$ cat src/rtl/fpnew_divsqrt_th_ctrl_if.sv
// Handshake bundle between the issue/completion controller and its neighbours:
// upstream op channel, flush, divsqrt unit control and the completion channel.
interface fpnew_divsqrt_th_ctrl_if #(
  parameter int unsigned TagWidth = 8,
  parameter int unsigned AuxWidth = 1
);
  // upstream op channel
  logic                in_valid_i;
  logic                in_ready_o;
  logic [TagWidth-1:0] tag_i;
  logic [AuxWidth-1:0] aux_i;
  logic                flush_i;
  // divsqrt unit control / status
  logic                fsm_ready_i;
  logic                fsm_start_o;
  logic                fsm_kill_o;
  logic                unit_done_i;
  // completion channel
  logic                out_valid_o;
  logic                out_ready_i;
  logic [TagWidth-1:0] tag_o;
  logic [AuxWidth-1:0] aux_o;
  logic                busy_o;
  logic                timeout_o;

  // master: the surroundings (issue logic, divsqrt unit, consumer)
  modport master (
    output in_valid_i, tag_i, aux_i, flush_i, fsm_ready_i, unit_done_i, out_ready_i,
    input  in_ready_o, fsm_start_o, fsm_kill_o, out_valid_o, tag_o, aux_o, busy_o, timeout_o
  );

  // slave: the controller itself
  modport slave (
    input  in_valid_i, tag_i, aux_i, flush_i, fsm_ready_i, unit_done_i, out_ready_i,
    output in_ready_o, fsm_start_o, fsm_kill_o, out_valid_o, tag_o, aux_o, busy_o, timeout_o
  );
endinterface

$ cat src/rtl/fpnew_divsqrt_th_ctrl.sv
// Issue/completion controller for the multi-cycle divsqrt datapath.
// One op in flight at a time; holds its tag/aux, forwards the unit's done pulse
// as a completion (with backpressure via HOLD) and kills runaway ops by watchdog.
// The bus interface must be instantiated with the same TagWidth/AuxWidth.
module fpnew_divsqrt_th_ctrl #(
  parameter int unsigned TagWidth      = 8,
  parameter int unsigned AuxWidth      = 1,
  parameter int unsigned TimeoutCycles = 128
) (
  input  logic                   clk_i,
  input  logic                   rst_i,
  fpnew_divsqrt_th_ctrl_if.slave bus
);

  // counter must be able to hold TimeoutCycles itself (saturation value)
  localparam int unsigned CntWidth = (TimeoutCycles > 1) ? $clog2(TimeoutCycles + 1) : 1;

  typedef enum logic [1:0] {
    IDLE = 2'd0,
    BUSY = 2'd1,
    HOLD = 2'd2
  } state_t;

  state_t              state_reg, state_next;
  logic [TagWidth-1:0] tag_reg;
  logic [AuxWidth-1:0] aux_reg;
  logic [CntWidth-1:0] cnt_reg;

  logic accept;
  logic in_ready;
  logic fsm_start;
  logic fsm_kill;
  logic out_valid;
  logic timeout;
  logic wd_fire;

  // watchdog compare; a zero timeout removes it entirely
  generate
    if (TimeoutCycles > 0) begin : g_wd
      assign wd_fire = (cnt_reg == CntWidth'(TimeoutCycles - 1));
    end else begin : g_no_wd
      assign wd_fire = 1'b0;
    end
  endgenerate

  // state register
  always_ff @(posedge clk_i) begin
    if (rst_i) begin
      state_reg <= IDLE;
    end else begin
      state_reg <= state_next;
    end
  end

  // capture tag/aux of the accepted op; only written on accept
  always_ff @(posedge clk_i) begin
    if (rst_i) begin
      tag_reg <= '0;
      aux_reg <= '0;
    end else if (accept) begin
      tag_reg <= bus.tag_i;
      aux_reg <= bus.aux_i;
    end
  end

  // cycles spent in BUSY, cleared on accept, saturating at TimeoutCycles
  always_ff @(posedge clk_i) begin
    if (rst_i) begin
      cnt_reg <= '0;
    end else if (accept) begin
      cnt_reg <= '0;
    end else if (state_reg == BUSY && cnt_reg != CntWidth'(TimeoutCycles)) begin
      cnt_reg <= cnt_reg + 1'b1;
    end
  end

  // next-state and handshake outputs; priority flush > done > watchdog
  always_comb begin
    state_next = state_reg;
    in_ready   = 1'b0;
    accept     = 1'b0;
    fsm_start  = 1'b0;
    fsm_kill   = 1'b0;
    out_valid  = 1'b0;
    timeout    = 1'b0;
    if (!rst_i) begin
      case (state_reg)
        IDLE: begin
          in_ready  = bus.fsm_ready_i & ~bus.flush_i;
          accept    = bus.in_valid_i & in_ready;
          fsm_start = accept;
          if (accept) state_next = BUSY;
        end
        BUSY: begin
          if (bus.flush_i) begin
            // a done arriving together with the flush is dropped
            fsm_kill   = 1'b1;
            state_next = IDLE;
          end else if (bus.unit_done_i) begin
            // zero-latency bypass of the unit's result valid
            out_valid  = 1'b1;
            state_next = bus.out_ready_i ? IDLE : HOLD;
          end else if (wd_fire) begin
            fsm_kill   = 1'b1;
            timeout    = 1'b1;
            state_next = IDLE;
          end
        end
        HOLD: begin
          // unit is already idle here, so a flush needs no kill
          if (bus.flush_i) begin
            state_next = IDLE;
          end else begin
            out_valid = 1'b1;
            if (bus.out_ready_i) state_next = IDLE;
          end
        end
        default: state_next = IDLE;
      endcase
    end
  end

  assign bus.in_ready_o  = in_ready;
  assign bus.fsm_start_o = fsm_start;
  assign bus.fsm_kill_o  = fsm_kill;
  assign bus.out_valid_o = out_valid;
  assign bus.timeout_o   = timeout;
  assign bus.busy_o      = ~rst_i & (state_reg != IDLE);
  // tag/aux read as zero when idle or in reset, otherwise the held values
  assign bus.tag_o       = (rst_i || state_reg == IDLE) ? '0 : tag_reg;
  assign bus.aux_o       = (rst_i || state_reg == IDLE) ? '0 : aux_reg;

  // protocol sanity
  a_done_in_flight : assert property (@(posedge clk_i) disable iff (rst_i)
    bus.unit_done_i |-> (state_reg != IDLE));
  a_start_needs_ready : assert property (@(posedge clk_i) disable iff (rst_i)
    bus.fsm_start_o |-> bus.fsm_ready_i);
  a_start_kill_excl : assert property (@(posedge clk_i) disable iff (rst_i)
    !(bus.fsm_start_o && bus.fsm_kill_o));

endmodule

$ cat src/flat_wrapper.sv
// flat-port wrapper written by rule: the top's interface ports become plain ports
module fpnew_divsqrt_th_ctrl_flat 
#(
  parameter int unsigned TagWidth      = 8,
  parameter int unsigned AuxWidth      = 1,
  parameter int unsigned TimeoutCycles = 128
)
  (clk_i, rst_i, bus_in_valid_i, bus_tag_i, bus_aux_i, bus_flush_i, bus_fsm_ready_i, bus_unit_done_i, bus_out_ready_i, bus_in_ready_o, bus_fsm_start_o, bus_fsm_kill_o, bus_out_valid_o, bus_tag_o, bus_aux_o, bus_busy_o, bus_timeout_o);
  fpnew_divsqrt_th_ctrl_if #(.TagWidth(TagWidth), .AuxWidth(AuxWidth)) bus_i ();
  input  logic clk_i;
  input  logic rst_i;
  input wire logic [$bits(bus_i.in_valid_i)-1:0] bus_in_valid_i;
  input wire logic [$bits(bus_i.tag_i)-1:0] bus_tag_i;
  input wire logic [$bits(bus_i.aux_i)-1:0] bus_aux_i;
  input wire logic [$bits(bus_i.flush_i)-1:0] bus_flush_i;
  input wire logic [$bits(bus_i.fsm_ready_i)-1:0] bus_fsm_ready_i;
  input wire logic [$bits(bus_i.unit_done_i)-1:0] bus_unit_done_i;
  input wire logic [$bits(bus_i.out_ready_i)-1:0] bus_out_ready_i;
  output wire logic [$bits(bus_i.in_ready_o)-1:0] bus_in_ready_o;
  output wire logic [$bits(bus_i.fsm_start_o)-1:0] bus_fsm_start_o;
  output wire logic [$bits(bus_i.fsm_kill_o)-1:0] bus_fsm_kill_o;
  output wire logic [$bits(bus_i.out_valid_o)-1:0] bus_out_valid_o;
  output wire logic [$bits(bus_i.tag_o)-1:0] bus_tag_o;
  output wire logic [$bits(bus_i.aux_o)-1:0] bus_aux_o;
  output wire logic [$bits(bus_i.busy_o)-1:0] bus_busy_o;
  output wire logic [$bits(bus_i.timeout_o)-1:0] bus_timeout_o;
  assign bus_i.in_valid_i = bus_in_valid_i;
  assign bus_i.tag_i = bus_tag_i;
  assign bus_i.aux_i = bus_aux_i;
  assign bus_i.flush_i = bus_flush_i;
  assign bus_i.fsm_ready_i = bus_fsm_ready_i;
  assign bus_i.unit_done_i = bus_unit_done_i;
  assign bus_i.out_ready_i = bus_out_ready_i;
  assign bus_in_ready_o = bus_i.in_ready_o;
  assign bus_fsm_start_o = bus_i.fsm_start_o;
  assign bus_fsm_kill_o = bus_i.fsm_kill_o;
  assign bus_out_valid_o = bus_i.out_valid_o;
  assign bus_tag_o = bus_i.tag_o;
  assign bus_aux_o = bus_i.aux_o;
  assign bus_busy_o = bus_i.busy_o;
  assign bus_timeout_o = bus_i.timeout_o;
  fpnew_divsqrt_th_ctrl #(.TagWidth(TagWidth), .AuxWidth(AuxWidth), .TimeoutCycles(TimeoutCycles)) u_core (.clk_i(clk_i), .rst_i(rst_i), .bus(bus_i));
endmodule
$ cat config.mk
export PLATFORM = sky130hd
export DESIGN_NAME = fpnew_divsqrt_th_ctrl_flat
export DESIGN_NICKNAME = d
export VERILOG_FILES = /design/src/rtl/fpnew_divsqrt_th_ctrl_if.sv /design/src/rtl/fpnew_divsqrt_th_ctrl.sv /design/src/flat_wrapper.sv
export SDC_FILE = /design/constraint.sdc
export NUM_CORES = 1
export LEC_CHECK = 0
export ABC_CLOCK_PERIOD_IN_PS = 2300
export CORE_UTILIZATION = 48
export DETAILED_ROUTE_END_ITERATION = 10
export PLACE_DENSITY = 0.83
export SYNTH_ARGS = -nofsm -noshare
export SYNTH_HDL_FRONTEND = slang
export SYNTH_SLANG_ARGS = --single-unit
export TNS_END_PERCENT = 100
$ cat constraint.sdc
create_clock -name clk_i -period 2.3 [get_ports clk_i]
set_input_delay 0.575 -clock clk_i [delete_from_list [all_inputs] [get_ports clk_i]]
set_output_delay 0.575 -clock clk_i [all_outputs]
set_load 0.01 [all_outputs]
==> key figures <==
Status
  • Status: finished clean

Cells and area
  • Final Instance Area: 1444 µm²
  • Layout cells sized above 1: 0.2710
  • Nets: 177
  • Antenna diodes: 0
  • Area grow syn2layout: 51.05%
  • Final Non-Filler Cells: 180

Synth
  • Cell taking the most area after synthesis: dfxtp_1
  • EDFF count, synth: 0
  • Synth Register Bits: 19
  • Synth Warn #: 0
  • Post-Synth XOR/XNOR Area: 0.03665
  • Area share of and/or/nand/nor cells after synthesis: 0.2709
  • Most frequent cell after synthesis: dfxtp_1
  • Syn nets: 125
  • Synth Instances: 104
  • Asr flop ratio synth: 0
  • Top cell type's share of synthesized area: 0.3979
  • Synth cell types: 32
  • Sequential share of the synthesized area: 0.3979
  • Post-synthesis mux area share: 0.03141
  • Compound-Gate Fraction of Synth Area: 0.1688
  • Largest cells by area after synthesis: dfxtp_1 40%, a22o_1 8.2%, and2_1 6.5%
  • Post-synth top cells: 19 x dfxtp_1, 10 x and2_1, 10 x nor2_1, 9 x a22o_1, 8 x nand2_1
  • Cell area after synthesis: 955.9 µm²
  • Largest family of logic cells by synthesized area: simple AND/OR/NAND/NOR gates
  • Synth Flop Type: dfxtp_1
  • Post-Synth Adder-Cell Area: 0.06545
  • Avg Cell Area, Syn: 9.192 µm²

Placed design
  • Routability Congestion: 0.7985
  • Pre-CTS setup slack: -0.3742 ns
  • PortBufs: 30
  • Area after DPL: 1414 µm²
  • Dpl hpwl: 1.899 mm
  • Placed cells: 175

Clock tree
  • Clock latency on the worst-skew pair: 0.30 ns
  • Deepest clock path buffer count: 2
  • Hold buffer count at CTS: 0
  • # clock sinks: 19
  • TritonCTS clock tree: yes
  • Num CTS Buffers: 3
  • Root Driver: clkbuf_4
  • Max H-tree Level: 1
  • Setup Fix Bufs, Post-CTS: 0
  • CTS clock-pin slew for the worst setup and hold paths: 0.10 ns

Critical path
  • CP peak stage delay: 0.47 ns
  • FF-to-FF setup slack: 0.47 ns
  • Crit. End Element: output port
  • Crit path top cell by count: nor2b_4
  • Crit-path cells: clkdlybuf4s50_1 -> nor2b_4 -> nor2b_4 -> buf_4 -> dlygate4sd2_1
  • Critical path fanouts, max: 2
  • WP buf/inv: 3
  • Worst Path Required: 1.73 ns
  • Slowest cell on the critical path: clkdlybuf4s50_1
  • WS Path Type: in2out
  • Worst Path Arrival: 1.69 ns
  • Delay-heaviest family, CP: buffers and inverters
  • CP Launch Type: input port

Pwr
  • Power consumption: 0.0007702 W
  • PwrDens: 533.5 nW/µm²
  • Leakage: 0.6850 nW
  • Worst VDD drop: 0.3961 mV

Floorplanning
  • Die width: 46.63 µm
  • Top Ports: 31
  • Die height: 46.63 µm
  • Die ar.: 2174 µm²
  • Row count: 15
  • Starting Density: 0.5306
  • Core Region: 1802 µm²

Timing
  • Setup Skew: 0.002247 ns
  • Fmax: 440.9 MHz
  • Final worst slack: 0.03165 ns
  • Endpoints failing setup: 0
  • Slew HR: 0.5094
  • Tmin final: 2.268 ns
  • Ratio of final minimum period to clock period: 0.9862
  • Max-slew violations: 0
  • Final hold violations: 0
  • Slew @ Worst Pin: 0.7325 ns

Drt
  • DRT iter0 DRCs: 27
  • Initial DRT Pass Iterations: 4
  • DRC violations left: 0
  • Wirelength per Cell: 14.21 µm
  • Post-DRT Antenna Nets: 0
  • Via density: 5.394
  • Vias post-DR: 971
  • Routed wire length: 2.558 mm

GRT
  • Antenna violations before repair: 0
  • GRT Residual Overflow: 0
  • Number of global-route vias before repair: 899
  • First-pass GRT wire length: 3.815 mm
  • Largest net degree at the start of global routing: 11
  • GRT Util Overall: 0.2560

Worst hold path
  • Hold Path Class: reg2reg

Run
  • Max_cap viols: 0
-- final cells by class --
class	instances	area, µm²
clock buffer	4	26.28
multi-input combinational	78	573.1
tap	25	31.28
inverter	5	18.77
sequential	19	386.6
fill	123	357.8
timing repair buffer	49	407.9
-- cells by family (layout without fill, tap and decap cells) --
logic type	Yosys count	count (layout)
AO/OA/AOI/OAI	21	21
flip-flops	19	19
buffers and inverters	7	58
AND/OR/NAND/NOR	45	45
adder cells (fa/ha/maj)	5	5
XOR/XNOR	4	4
multiplexers	3	3
-- layout by cell type, fill, tap and decap left out, types with 2 or more instances in the layout --
master           instances
buf_4                   18
dfxtp_1                 14
clkdlybuf4s50_1         13
dlygate4sd2_1           12
and2_1                   9
a22o_1                   9
nand2_1                  8
nor2_1                   8
inv_1                    5
dfxtp_2                  5
a21oi_1                  4
ha_1                     4
mux2i_1                  3
xor2_1                   3
clkbuf_4                 3
buf_2                    3
nand2b_1                 2
nor2b_4                  2
nor2_2                   2
o41ai_1                  2
nand3_1                  2
nand4_1                  2
o21ai_0                  2
clkbuf_2                 2
-- metal layers --
layer / routed length (µm) / vias to the layer above / share of wire / global-route usage
li1: - / 479 / - / -
met1: 1045 / 450 / 0.41 / 0.2638
met2: 1345 / 36 / 0.53 / 0.4833
met3: 128 / 6 / 0.050 / 0.06667
met4: 39 / 0 / 0.015 / 0.09714
met5: 0 / - / 0 / 0
-- per-stage QoR --
step | util | hold WS [ns] | TNS, ns
after floorplan | - | 0.4341 | 0
after CTS | 0.7979 | 0.4810 | -0.009472
after global placement | 0.7847 | 0.4479 | -3.453
after detailed placement | 0.7847 | 0.4471 | -4.448
final | 0.8014 | 0.4814 | 0
after global routing | 0.8014 | 0.5009 | -0.001397
-- path summary, 6_finish.rpt --
check | from | endpoint | cells past startpoint
min | u_core.tag_reg[6] | u_core.tag_reg[6] | 1
max | bus_fsm_ready_i | bus_in_ready_o | 5
max reg2reg | u_core.cnt_reg[0] | u_core.cnt_reg[1] | 7
min reg2reg | u_core.tag_reg[6] | u_core.tag_reg[6] | 1
-- where the power goes --
part | leakage, nW | internal, W | switching [W] | total, W
registers | 0.156 | 0.000352 | 0.0000134 | 0.000365
logic | 0.514 | 0.000122 | 0.000112 | 0.000233
clock network | 0.0150 | 0.0000676 | 0.000104 | 0.000172
total | 0.685 | 0.000541 | 0.000229 | 0.000770
-- what timing repair did --
item | 4_1_cts | 5_1_grt
pin swaps | 1 | 0
cloned | 1 | 0
setup endpoints to repair | 15 | 3
hold endpoints to repair | 0 | 0
gates resized for setup | 30 | 13
Note: power is estimated with default switching activity, not from simulation.
